===== src/rtl/nn_seq_pkg.sv =====
// Shared state encoding and constants for the NN layer sequencer.
package nn_seq_pkg;

  typedef enum logic [3:0] {
    IDLE    = 4'd0,
    INIT    = 4'd1,
    W_INIT  = 4'd2,
    GAP_L   = 4'd3,
    LOAD    = 4'd4,
    W_LOAD  = 4'd5,
    GAP_P   = 4'd6,
    PROC    = 4'd7,
    W_PROC  = 4'd8,
    NEXT    = 4'd9,
    GAP_W   = 4'd10,
    WRITE   = 4'd11,
    W_WRITE = 4'd12,
    DONE    = 4'd13,
    ERR     = 4'd14
  } seq_state_t;

  localparam int unsigned STAGE_FIRST = 1;

  function automatic logic is_wait(seq_state_t s);
    return (s == W_INIT) || (s == W_LOAD) || (s == W_PROC) || (s == W_WRITE);
  endfunction

endpackage


===== src/rtl/nn_seq_watchdog.sv =====
// Cycle watchdog for the aux done handshakes; expires after TIMEOUT_CYCLES-1 enabled cycles.
module nn_seq_watchdog #(
  parameter int TIMEOUT_CYCLES = 4096
) (
  input  logic clk,
  input  logic reset,
  input  logic clear,
  input  logic enable,
  output logic expired
);

  localparam int CW = (TIMEOUT_CYCLES > 2) ? $clog2(TIMEOUT_CYCLES) : 1;
  localparam logic [CW-1:0] LAST = CW'(TIMEOUT_CYCLES - 1);

  logic [CW-1:0] count;

  assign expired = enable && (count == LAST);

  always_ff @(posedge clk or posedge reset) begin
    if (reset) begin
      count <= '0;
    end else if (clear) begin
      count <= '0;
    end else if (enable && (count != LAST)) begin
      count <= count + CW'(1);
    end
  end

endmodule


===== src/rtl/nn_layer_sequencer.sv =====
// Primary NN accelerator control FSM: drives the aux controller through init, per-layer load/process, and write.
module nn_layer_sequencer
  import nn_seq_pkg::*;
#(
  parameter int TIMEOUT_CYCLES = 4096,
  parameter int STAGE_W        = 8
) (
  input  logic               clk,
  input  logic               reset,
  input  logic               start,
  input  logic [STAGE_W-1:0] totalLayerNumber,
  input  logic               registers_initialized,
  input  logic               data_loaded,
  input  logic               data_processed,
  input  logic               output_written,
  output logic               begin_initialize_registers,
  output logic               begin_load_data,
  output logic               begin_process_data,
  output logic               begin_write_output,
  output logic [STAGE_W-1:0] stage,
  output logic               busy,
  output logic               done,
  output logic               error
);

  // Handshake with aux: each begin_* is a single-cycle request raised on entry to the
  // matching W_* state; the reply is a single-cycle done pulse that only counts while
  // the FSM sits in that W_* state, otherwise it is dropped.

  seq_state_t         state, next_state;
  logic [STAGE_W-1:0] nl;
  logic [STAGE_W-1:0] last_stage;
  logic               in_wait;
  logic               wd_expired;

  assign in_wait    = is_wait(state);
  assign last_stage = nl - STAGE_W'(1);

  nn_seq_watchdog #(
    .TIMEOUT_CYCLES(TIMEOUT_CYCLES)
  ) u_watchdog (
    .clk    (clk),
    .reset  (reset),
    .clear  (!in_wait),
    .enable (in_wait),
    .expired(wd_expired)
  );

  always_ff @(posedge clk or posedge reset) begin
    if (reset) state <= IDLE;
    else       state <= next_state;
  end

  always_comb begin
    next_state = state;
    case (state)
      IDLE, DONE, ERR: if (start) next_state = INIT;
      INIT:    next_state = W_INIT;
      W_INIT: begin
        if (registers_initialized)
          next_state = (totalLayerNumber < STAGE_W'(2)) ? ERR : GAP_L;
        else if (wd_expired)
          next_state = ERR;
      end
      GAP_L:   next_state = LOAD;
      LOAD:    next_state = W_LOAD;
      W_LOAD: begin
        if (data_loaded)     next_state = GAP_P;
        else if (wd_expired) next_state = ERR;
      end
      GAP_P:   next_state = PROC;
      PROC:    next_state = W_PROC;
      W_PROC: begin
        if (data_processed)  next_state = NEXT;
        else if (wd_expired) next_state = ERR;
      end
      NEXT:    next_state = (stage == last_stage) ? GAP_W : GAP_L;
      GAP_W:   next_state = WRITE;
      WRITE:   next_state = W_WRITE;
      W_WRITE: begin
        if (output_written)  next_state = DONE;
        else if (wd_expired) next_state = ERR;
      end
      default: next_state = IDLE;
    endcase
  end

  always_ff @(posedge clk or posedge reset) begin
    if (reset) begin
      begin_initialize_registers <= 1'b0;
      begin_load_data            <= 1'b0;
      begin_process_data         <= 1'b0;
      begin_write_output         <= 1'b0;
      stage                      <= '0;
      nl                         <= '0;
      busy                       <= 1'b0;
      done                       <= 1'b0;
      error                      <= 1'b0;
    end else begin
      begin_initialize_registers <= (next_state == W_INIT)  && (state != W_INIT);
      begin_load_data            <= (next_state == W_LOAD)  && (state != W_LOAD);
      begin_process_data         <= (next_state == W_PROC)  && (state != W_PROC);
      begin_write_output         <= (next_state == W_WRITE) && (state != W_WRITE);

      if ((next_state == INIT) && (state != INIT)) begin
        busy  <= 1'b1;
        done  <= 1'b0;
        error <= 1'b0;
        stage <= '0;
      end

      if ((state == W_INIT) && registers_initialized) begin
        nl <= totalLayerNumber;
        if (totalLayerNumber >= STAGE_W'(2)) stage <= STAGE_W'(STAGE_FIRST);
      end

      if ((state == NEXT) && (next_state == GAP_L)) stage <= stage + STAGE_W'(1);

      // Covers both the bad layer count and a watchdog expiry; stage is left as-is.
      if ((next_state == ERR) && (state != ERR)) begin
        busy  <= 1'b0;
        error <= 1'b1;
      end

      if ((next_state == DONE) && (state != DONE)) begin
        busy <= 1'b0;
        done <= 1'b1;
      end
    end
  end

endmodule


===== config.mk =====
export PLATFORM = sky130hd
export DESIGN_NAME = nn_layer_sequencer
export DESIGN_NICKNAME = d
export VERILOG_FILES = /design/src/rtl/nn_seq_pkg.sv /design/src/rtl/nn_seq_watchdog.sv /design/src/rtl/nn_layer_sequencer.sv
export SDC_FILE = /design/constraint.sdc
export NUM_CORES = 1
export LEC_CHECK = 0
export BUFFER_PORTS_ARGS = -buffer_cell sky130_fd_sc_hd__buf_2
export CAP_MARGIN = 40
export CORE_MARGIN = 2
export CORE_UTILIZATION = 35
export CTS_CLUSTER_SIZE = 28
export DETAILED_ROUTE_END_ITERATION = 10
export GPL_ROUTABILITY_DRIVEN = 0
export PLACE_DENSITY = 0.65
export SLEW_MARGIN = 25
export SYNTH_ARGS = -nofsm -noshare
export SYNTH_HDL_FRONTEND = slang
export SYNTH_HIERARCHICAL = 1
export SYNTH_SLANG_ARGS = --single-unit

===== constraint.sdc =====
create_clock -name clk -period 4.75 [get_ports clk]
set_input_delay 0.2375 -clock clk [delete_from_list [all_inputs] [get_ports clk]]
set_output_delay 0.2375 -clock clk [all_outputs]
set_load 0.02 [all_outputs]

# [Word level (Yosys, flattened, before mapping)]
# Index checks and enable logic that the tools add are counted.
[classes] addsub=3 n_lt_le_gt_ge=2 eq_ne=33 mux=21 reduce_logical=19
[op_table] operator="one-hot mux 4 bit (13 select lines)" n=1
[op_table] operator="== test 4 bit (second input constant)" n=11
[op_table] operator="2-to-1 mux 4 bit" n=8
[op_table] operator="2-to-1 mux 8 bit" n=4
[op_table] operator="2-to-1 mux 12 bit" n=2
[op_table] operator="== test 4 x 3 -> 1 bit (second input constant)" n=5
[op_table] operator="== test 4 x 2 -> 1 bit (second input constant)" n=4
[op_table] operator="inequality test 4 bit (second input constant)" n=4
[op_table] operator="adder 12 x 1 -> 12 bit (second input constant)" n=1
[op_table] operator="== test 12 bit (second input constant)" n=1
[op_table] operator="inequality test 12 bit (second input constant)" n=1
[op_table] operator="logical AND 1 bit" n=11
[op_table] operator="adder 8 x 1 -> 8 bit (second input constant)" n=1
[op_table] operator="== test 4 x 1 -> 1 bit (second input constant)" n=2
[op_table] operator="== test 8 bit" n=1
[op_table] operator="greater-or-equal comparator 8 x 2 -> 1 bit (second input constant)" n=1
[op_table] operator="< comparator 8 x 2 -> 1 bit (second input constant)" n=1
[op_table] operator="subtractor 8 x 1 -> 8 bit (second input constant)" n=1
[op_table] operator="2-to-1 mux 1 bit" n=6
[op_table] operator="zero test 4 bit" n=1
[op_table] operator="inequality test 4 x 1 -> 1 bit (second input constant)" n=1
[op_table] operator="inequality test 4 x 2 -> 1 bit (second input constant)" n=1
[op_table] operator="inequality test 4 x 3 -> 1 bit (second input constant)" n=1
[op_table] operator="nonzero test 2 bit" n=2
[op_table] operator="other kinds (4)" n=6
[word_totals] reg_bits=39 output_inout_bits=15 elab_cells=89

# [Longest topological paths before layout]
# Gate-level depths: netlist (run 1).
[logic_depth] ltp_word=14 ltp_mapped=14

# [Hierarchy]
# The synthesis (run 1) kept the hierarchy.
[modules_own_cells] module="nn_layer_sequencer" n_inst=1 cells_per_inst=197 area_per_inst_um2=1757.9 seq_area_each_um2=675.6
[modules_own_cells] module="nn_seq_watchdog" n_inst=1 cells_per_inst=74 area_per_inst_um2=715.7 seq_area_each_um2=300.3

# [Least setup slack after synthesis (run 1)]
# OpenSTA, ideal clock, no wires.
[synth_path] path_kind="flip-flop to flip-flop" from="register state[0]" to="register busy" setup_ps=120 arrival_time_ps=3204 slack_ps=1426 path_stages_with_launch=14 n_path_buf=1 period_less_slack_ps=3324 cell_sequence="dfrtp_1 > clkbuf_1 > inv_1 > nand2_1 > nor2_1 > a21oi_1 > o21ai_0 > nand2_1 > nor4_1 > nand2b_1 > nor4b_1 > nor4_1 > or4_4 > o211a_1"
[synth_between] elab_chain_len=12 elab_cells_between_ends=39 classes_between="eq/ne (20); mux (9); reduce/logical (10)"
[synth_rtl] element="start: declaration" line_no="nn_layer_sequencer.sv:30" text="seq_state_t state, next_state;"
[synth_rtl] element="start signal: assignment" line_no="nn_layer_sequencer.sv:51" text="else state <= next_state;"
[synth_rtl] element="== test 4 x 2 -> 1 bit / == test 4 x 3 -> 1 bit (equally long branches)" line_no="nn_seq_pkg.sv:25" text="return (s == W_INIT) || (s == W_LOAD) || (s == W_PROC) || (s == W_WRITE);"
[synth_rtl] element="logical OR 1 bit (2 in series)" line_no="nn_seq_pkg.sv:25"
[synth_rtl] element="logical OR 1 bit *" line_no="nn_seq_pkg.sv:25"
[synth_rtl] element="via in_wait" line_no="nn_layer_sequencer.sv:33" text="logic in_wait;"
[synth_rtl] element="logical AND 1 bit *" line_no="nn_seq_watchdog.sv:17" text="assign expired = enable && (count == LAST);"
[synth_rtl] element="via wd_expired" line_no="nn_layer_sequencer.sv:34" text="logic wd_expired;"
[synth_rtl] element="2-to-1 mux 4 bit *"
[synth_rtl] element="2-to-1 mux 4 bit (on tied branches)"
[synth_rtl] element="one-hot mux 4 bit (13 select lines) *" line_no="nn_layer_sequencer.sv:56" text="case (state)"
[synth_rtl] element="== test 4 bit" line_no="nn_layer_sequencer.sv:120" text="if ((next_state == ERR) && (state != ERR)) begin"
[synth_rtl] element="logical AND 1 bit" line_no="nn_layer_sequencer.sv:120"
[synth_rtl] element="2-to-1 mux 1 bit" line_no="nn_layer_sequencer.sv:120"
[synth_rtl] element="2-to-1 mux 1 bit" line_no="nn_layer_sequencer.sv:125" text="if ((next_state == DONE) && (state != DONE)) begin"
[synth_rtl] element="end signal: assignment" line_no="nn_layer_sequencer.sv:106" text="busy <= 1'b1;"
[synth_rtl] element="end signal: assignment" line_no="nn_layer_sequencer.sv:121" text="busy <= 1'b0;"
[synth_rtl] element="end signal: assignment" line_no="nn_layer_sequencer.sv:126" text="busy <= 1'b0;"
[synth_rtl] element="end: declaration" line_no="nn_layer_sequencer.sv:21" text="output logic busy,"
# Mark *: on every way through the listed nets, which the timed path passes. The rest lies on a longest branch.
# A chain may end at the register's enable or synchronous reset.

# [Worst setup path in the final report (run 1)]
# Same ends and word-level chain as after synthesis.

==> impl_results.md, run 1 <==
- DR vias: 2123
- Post-DRT Antenna Nets: 0
- Via count of the first global-routing pass: 2027
- Sequential fraction of design power: 0.379
- Initial DRC Count: 103
- Yosys top cell by area: dfrtp_1
- Xor-xnor portion of the synthesized cell area: 0.0425
- Rel. slew slack: 0.582
- Number of hold buffers added after CTS: 1
- Peak VDD IR: 274 µV
- Setup ws final: 1.44 ns
- Drt wl/cell: 14.2 µm
- Post-CTS setup repair buffer count: 0
- Worst Skew: 0.0108 ns
- Least-Margin Pin Slew: 0.621 ns
- Clock share of power: 0.192
- Syn Area/Cell: 9.13 µm²
- Worst hold slack: 0.164 ns
- Worst EP required: 4.93 ns
- Top cells by area, synth: dfrtp_1 39%, nor2_1 3.9%, mux2_2 3.6%, nand2_1 3.0%, o21ai_0 2.8%
- Core ar.: 6830 µm²
- Sw Share: 0.424
- Initial Util: 0.362
- FP Rows: 30
- PD cells: 516 nW/µm²
- Initial DRT Pass Iterations: 4
- Fin Setup TNS: 0 ns
- Final Cycle Share: 0.697
- Synth Instances: 271
- Detailed placer's ending HPWL: 4190 µm
- Synth Area in Adders: 0.0152
- H-tree depth: 2
- All-Layer GR Usage: 0.154
- Final setup vio count: 0
- Reported leakage power: 1.20 nW
- Clock sink count: 39
- Switch Pwr: 0.617 mW
- Worst setup SP type: flip-flop
- Fillers: 697
- Synth top area share: 0.395
- Die height: 88.1 µm
- Synth unique cells: 63
- Synth Area in Compound Gates: 0.183
- Combinational power share: 0.429
- CTS tree: done
- Final #Nets: 315
- Main synth FF type: dfrtp_1
- Largest family of logic cells by synthesized area: simple AND/OR/NAND/NOR gates
- PostCTS Resize Cnt: 0
- Number of diodes: 0
- Total Wirelength: 5590 µm
- Layout cells sized above 1: 0.215
- DP Cell Count: 385
- Final min period: 3.31 ns
- Port bufs: 29
- First-pass GRT wire length: 9320 µm
- Initial antenna violation count: 0
- Final Hold Vio Count: 0
- Yosys reg bits: 39
- Fin. max-slew vios: 0
- Total chip power: 1.46 mW
- Proportion of synthesized chip area in sequential cells: 0.395
- Pre-CTS setup slack: 1.52 ns
- Hold Path Class: in -> reg
- Yosys warns: 6
- Ys async rst share: 1.00
- TritonCTS Buffers: 5
- Simple-Gate Fraction of Synth Area: 0.257
- Syn Nets: 289
- CP Max Fanout: 15
- Drc violations: 0
- CP Class: reg -> reg
- RSZ-0062 raised after global routing: false
- Number of flops mapped to enable cells by yosys: 0
- Status: complete, no violations
- Grt ovf: 0
- CTS Buffer Depth: 2
- Clk pin slew, worst setup/hold paths: 0.09 ns
- Die ar.: 7760 µm²
- Clk root buf: clkbuf_8
- Top cells by count, synth: 39 x dfrtp_1, 26 x nor2_1, 20 x nand2_1
- Die Width: 88.1 µm
- Fmax: 0.302 GHz
- Area delta synth->final: 14.2%
- Final std cells w/o fill: 394
- Largest net degree at the start of global routing: 21
- Vias/cell: 5.39
- Synth Cell Area: 2470 µm²
- MaxCap Viol Count: 0
- Most numerous cell in the Yosys netlist: dfrtp_1
- Crit end category: flip-flop
- IO Pins: 30
- Multiplexer share of the synthesized area: 0.0567
- CP Data Arrival Time: 3.49 ns
- Internal cell power: 0.839 mW
- Worst-Skew Late Latency: 0.30 ns
==> flip-flops by register name, indices dropped and copies added, names as in the netlist <==
signal / flops
stage: 8
state: 4
begin_initialize_registers: 1
nl: 8
error: 1
busy: 1
done: 1
begin_write_output: 1
begin_process_data: 1
begin_load_data: 1
u_watchdog/count: 12
==> placed cells by master (no fill, tap or decap), drive strengths merged, types with 7 or more instances in the layout <==
master / Yosys / layout
nor3: 13 / 13
nor4: 7 / 7
xnor2: 7 / 7
inv: 18 / 18
a21oi: 10 / 10
buf: 5 / 31
nor2: 26 / 26
mux2: 8 / 8
nand3: 12 / 12
o21ai: 16 / 16
dfrtp: 39 / 39
nand2: 20 / 20
==> worst paths after layout <==
check / startpoint / to / slack, ns / depth (start not counted)
max reg2reg: state[0] / busy / 1.44 / 13
min reg2reg: u_watchdog/count[6] / u_watchdog/count[6] / 0.52 / 1
min in group asynchronous: reset / stage[4] / 0.50 / 3
max: state[0] / busy / 1.44 / 13
min: totalLayerNumber[0] / nl[0] / 0.16 / 2
max in group asynchronous: reset / stage[5] / 3.79 / 4
==> power groups by stage <==
stage,sequential (mW),combinational [mW],clock [mW]
3_3_place_gp,0.554,0.612,0
5_1_grt,0.571,0.696,0.301
4_1_cts,0.551,0.629,0.289
3_5_place_dp,0.558,0.625,0
2_1_floorplan,0.507,0.531,0
6_report,0.552,0.625,0.280
==> cells by family after synthesis <==
logic type | after synthesis
compound gates | 58
xor+xnor | 12
fa+ha+maj | 3
buf+inv | 31
flops | 39
mux | 13
simple gates | 115
==> layout make-up <==
cell class / instances / area (µm²) / share of cell area
Clock inverter: 3 / 43.8 / 0.0155
Sequential cell: 39 / 976 / 0.346
Inverter: 18 / 67.6 / 0.0239
Multi-Input combinational cell: 201 / 1370 / 0.485
Tap cell: 96 / 120 / 0.0425
Clock buffer: 5 / 68.8 / 0.0244
Timing Repair Buffer: 32 / 178 / 0.0629
==> stage by stage <==
step | instance area (µm²) | utilization
global placement | 2690 | 0.393
floorplan | 2470 | -
detailed placement | 2700 | 0.395
global route | 2820 | 0.413
finish | 2820 | 0.413
CTS | 2820 | 0.413
==> layer usage <==
metal / track usage / up-vias / routed length [µm]
li1: - / 1033 / -
met1: 0.192 / 1020 / 2530
met2: 0.255 / 61 / 2690
met3: 0.0405 / 9 / 266
met4: 0.0592 / 0 / 100
met5: 0 / - / 0
==> worst max-delay path, cell delays in order, from the launching register on <==
cell	delay, ns
dfrtp_1	0.55
inv_1	0.19
nand2_1	0.10
nor2_1	0.12
a21oi_1	0.05
o21ai_0	0.18
buf_4	0.19
nand2_1	0.11
nor4_1	0.49
nand2b_1	0.15
nor4b_1	0.27
nor4_1	0.14
or4_4	0.53
o211a_1	0.13
(Power assumes the default switching activity.)
==> run 2, diff against run 1 <==
- PLACE_DENSITY: 0.65 -> 0.67
- clock period: 4.75 -> 2.9 ns (I/O delays scaled with it)
==> impl_results.md, run 2 (synthesis results as in run 1) <==
- Status: complete, no violations
- Fmax: 0.368 GHz
- DR vias: 2142
- Worst hold slack: 0.0940 ns
- Die ar.: 7760 µm²
- Crit end category: flip-flop
- CTS Buffer Depth: 2
- Busiest layer in global routing: met2
- Final setup vio count: 0
- IO Pins: 30
- Met1 Usage GRT: 0.202
- Grt ovf: 0
- R2R Path End: stage[6]
- Worst EP required: 3.06 ns
- CP endpoint: stage[6]
- Initial antenna violation count: 0
- CP max stage delay: 0.48 ns
- Reported leakage power: 1.25 nW
- FP Rows: 30
- Vias/cell: 5.33
- CP Data Arrival Time: 2.88 ns
- Detailed placer's ending HPWL: 4230 µm
- Largest registers: u_watchdog/count (12), nl (8), stage (8)
- CTS tree: done
- Worst-Skew Late Latency: 0.29 ns
- Slowest cell on the critical path: dfrtp_1
- Worst Skew: 0.00780 ns
- Largest Register: u_watchdog/count
- Hold Path Class: in -> reg
- Cell Chain, Critical Path: or3_1 -> o31a_2 -> o21ai_0 -> a2111oi_4 -> o21ai_1 -> and4_1 -> o21ai_0
- Port bufs: 29
- Final Hold Vio Count: 0
- Pre-CTS setup slack: 0.186 ns
- Worst setup SP type: flip-flop
- Clk root buf: clkbuf_8
- Rel. slew slack: 0.604
- All-Layer GR Usage: 0.155
- Post-CTS setup repair buffer count: 0
- Via count of the first global-routing pass: 2077
- Worst r2r src: nl[2]
- Die Width: 88.1 µm
- Drt wl/cell: 14.2 µm
- Least-Margin Pin Slew: 0.593 ns
- PD cells: 820 nW/µm²
- Final #Nets: 323
- Most frequent cells in the layout: 39 x dfrtp_1, 29 x buf_2, 26 x nor2_1, 20 x nand2_1, 17 x inv_1
- Total chip power: 2.36 mW
- Largest net degree at the start of global routing: 28
- Final Cycle Share: 0.938
- Core ar.: 6830 µm²
- Setup ws final: 0.181 ns
- Post-DRT Antenna Nets: 0
- TritonCTS Buffers: 5
- Die height: 88.1 µm
- Initial DRT Pass Iterations: 4
- Final min period: 2.72 ns
- Fin Setup TNS: 0 ns
- Peak VDD IR: 276 µV
- First-pass GRT wire length: 9600 µm
- Initial Util: 0.362
- Area delta synth->final: 16.4%
- CP Class: reg -> reg
- Initial DRC Count: 92
- Met2 usage: 0.264
- Clk pin slew, worst setup/hold paths: 0.08 ns
- Worst-case reg-to-reg path depth: 7
- RSZ-0062 raised after global routing: false
- Met3 Resource Use GR: 0.0386
- CP startpoint: nl[2]
- FF-to-FF setup slack: 0.18 ns
- CP Max Fanout: 9
- H-tree depth: 2
- Total Wirelength: 5710 µm
- Most common cell after layout, fill and taps aside: dfrtp_1
- Fin. max-slew vios: 0
- Drc violations: 0
- Most frequent CP cell: o21ai_0
- Largest register FFs: 12
- Number of diodes: 0
- Clock sink count: 39
- Layout cells sized above 1: 0.252
- MaxCap Viol Count: 0
[run 2: changes by cell type in the layout (fill, tap and decap cells not counted), sizes merged]
| cell | previous run | this run |
|---|---|---|
| buf | 31 | 39 |
| bufinv | 1 | 0 |
| clkinv | 2 | 3 |
[run 2: cell type report]
| type | instances | area, µm² |
|---|---|---|
| clock buffer | 5 | 68.8 |
| fill | 728 | 3950 |
| multi-input combinational | 201 | 1400 |
| tap | 96 | 120 |
| sequential | 39 | 976 |
| inverter | 18 | 67.6 |
| timing repair buffer | 40 | 230 |
| clock inverter | 3 | 15.0 |
[run 2: metal layers]
metal / vias up / wire length (µm)
li1: 1053 / -
met1: 1037 / 2670
met2: 47 / 2720
met3: 5 / 264
met4: 0 / 51
met5: - / 0
[run 2: what timing repair did]
action                                  in CTS  in global routing
endpoints found under the setup margin       0                  8
gates resized for setup                      0                  3
hold buffers                                 1                  0
endpoints found under the hold margin       39                  0
[run 2: worst min-delay path by stage]
stage                     endpoint  slack [ns]                 from  cells after the start
2_1_floorplan  u_watchdog/count[0]        0.01                reset                      1
3_3_place_gp   u_watchdog/count[7]        0.18                reset                      2
3_5_place_dp   u_watchdog/count[7]        0.21                reset                      2
4_1_cts                      nl[6]        0.09  totalLayerNumber[6]                      2
5_1_grt                      nl[1]        0.09  totalLayerNumber[1]                      2
6_report                     nl[0]        0.09  totalLayerNumber[0]                      2
[run 2: worst max-delay path, delay by kind of cell (launching register included)]
family,cells,cell delay (ns)
AO/OA/AOI/OAI,5,1.18
flip-flops,1,0.48
AND/OR/NAND/NOR,2,0.93
[run 2: per-stage QoR]
| step | util | std cells | instance area, µm² |
|---|---|---|---|
| floorplan | - | 271 | 2480 |
| global placement | 0.405 | 393 | 2760 |
| detailed placement | 0.405 | 393 | 2760 |
| CTS | 0.418 | 402 | 2860 |
| global route | 0.421 | 402 | 2880 |
| finish | 0.421 | 402 | 2880 |
[run 2: power breakdown]
part | leakage [nW] | total, mW | internal, mW | switching, mW
Combinational | 0.687 | 1.16 | 0.496 | 0.663
Sequential | 0.514 | 0.834 | 0.676 | 0.159
Clock | 0.0477 | 0.368 | 0.165 | 0.203
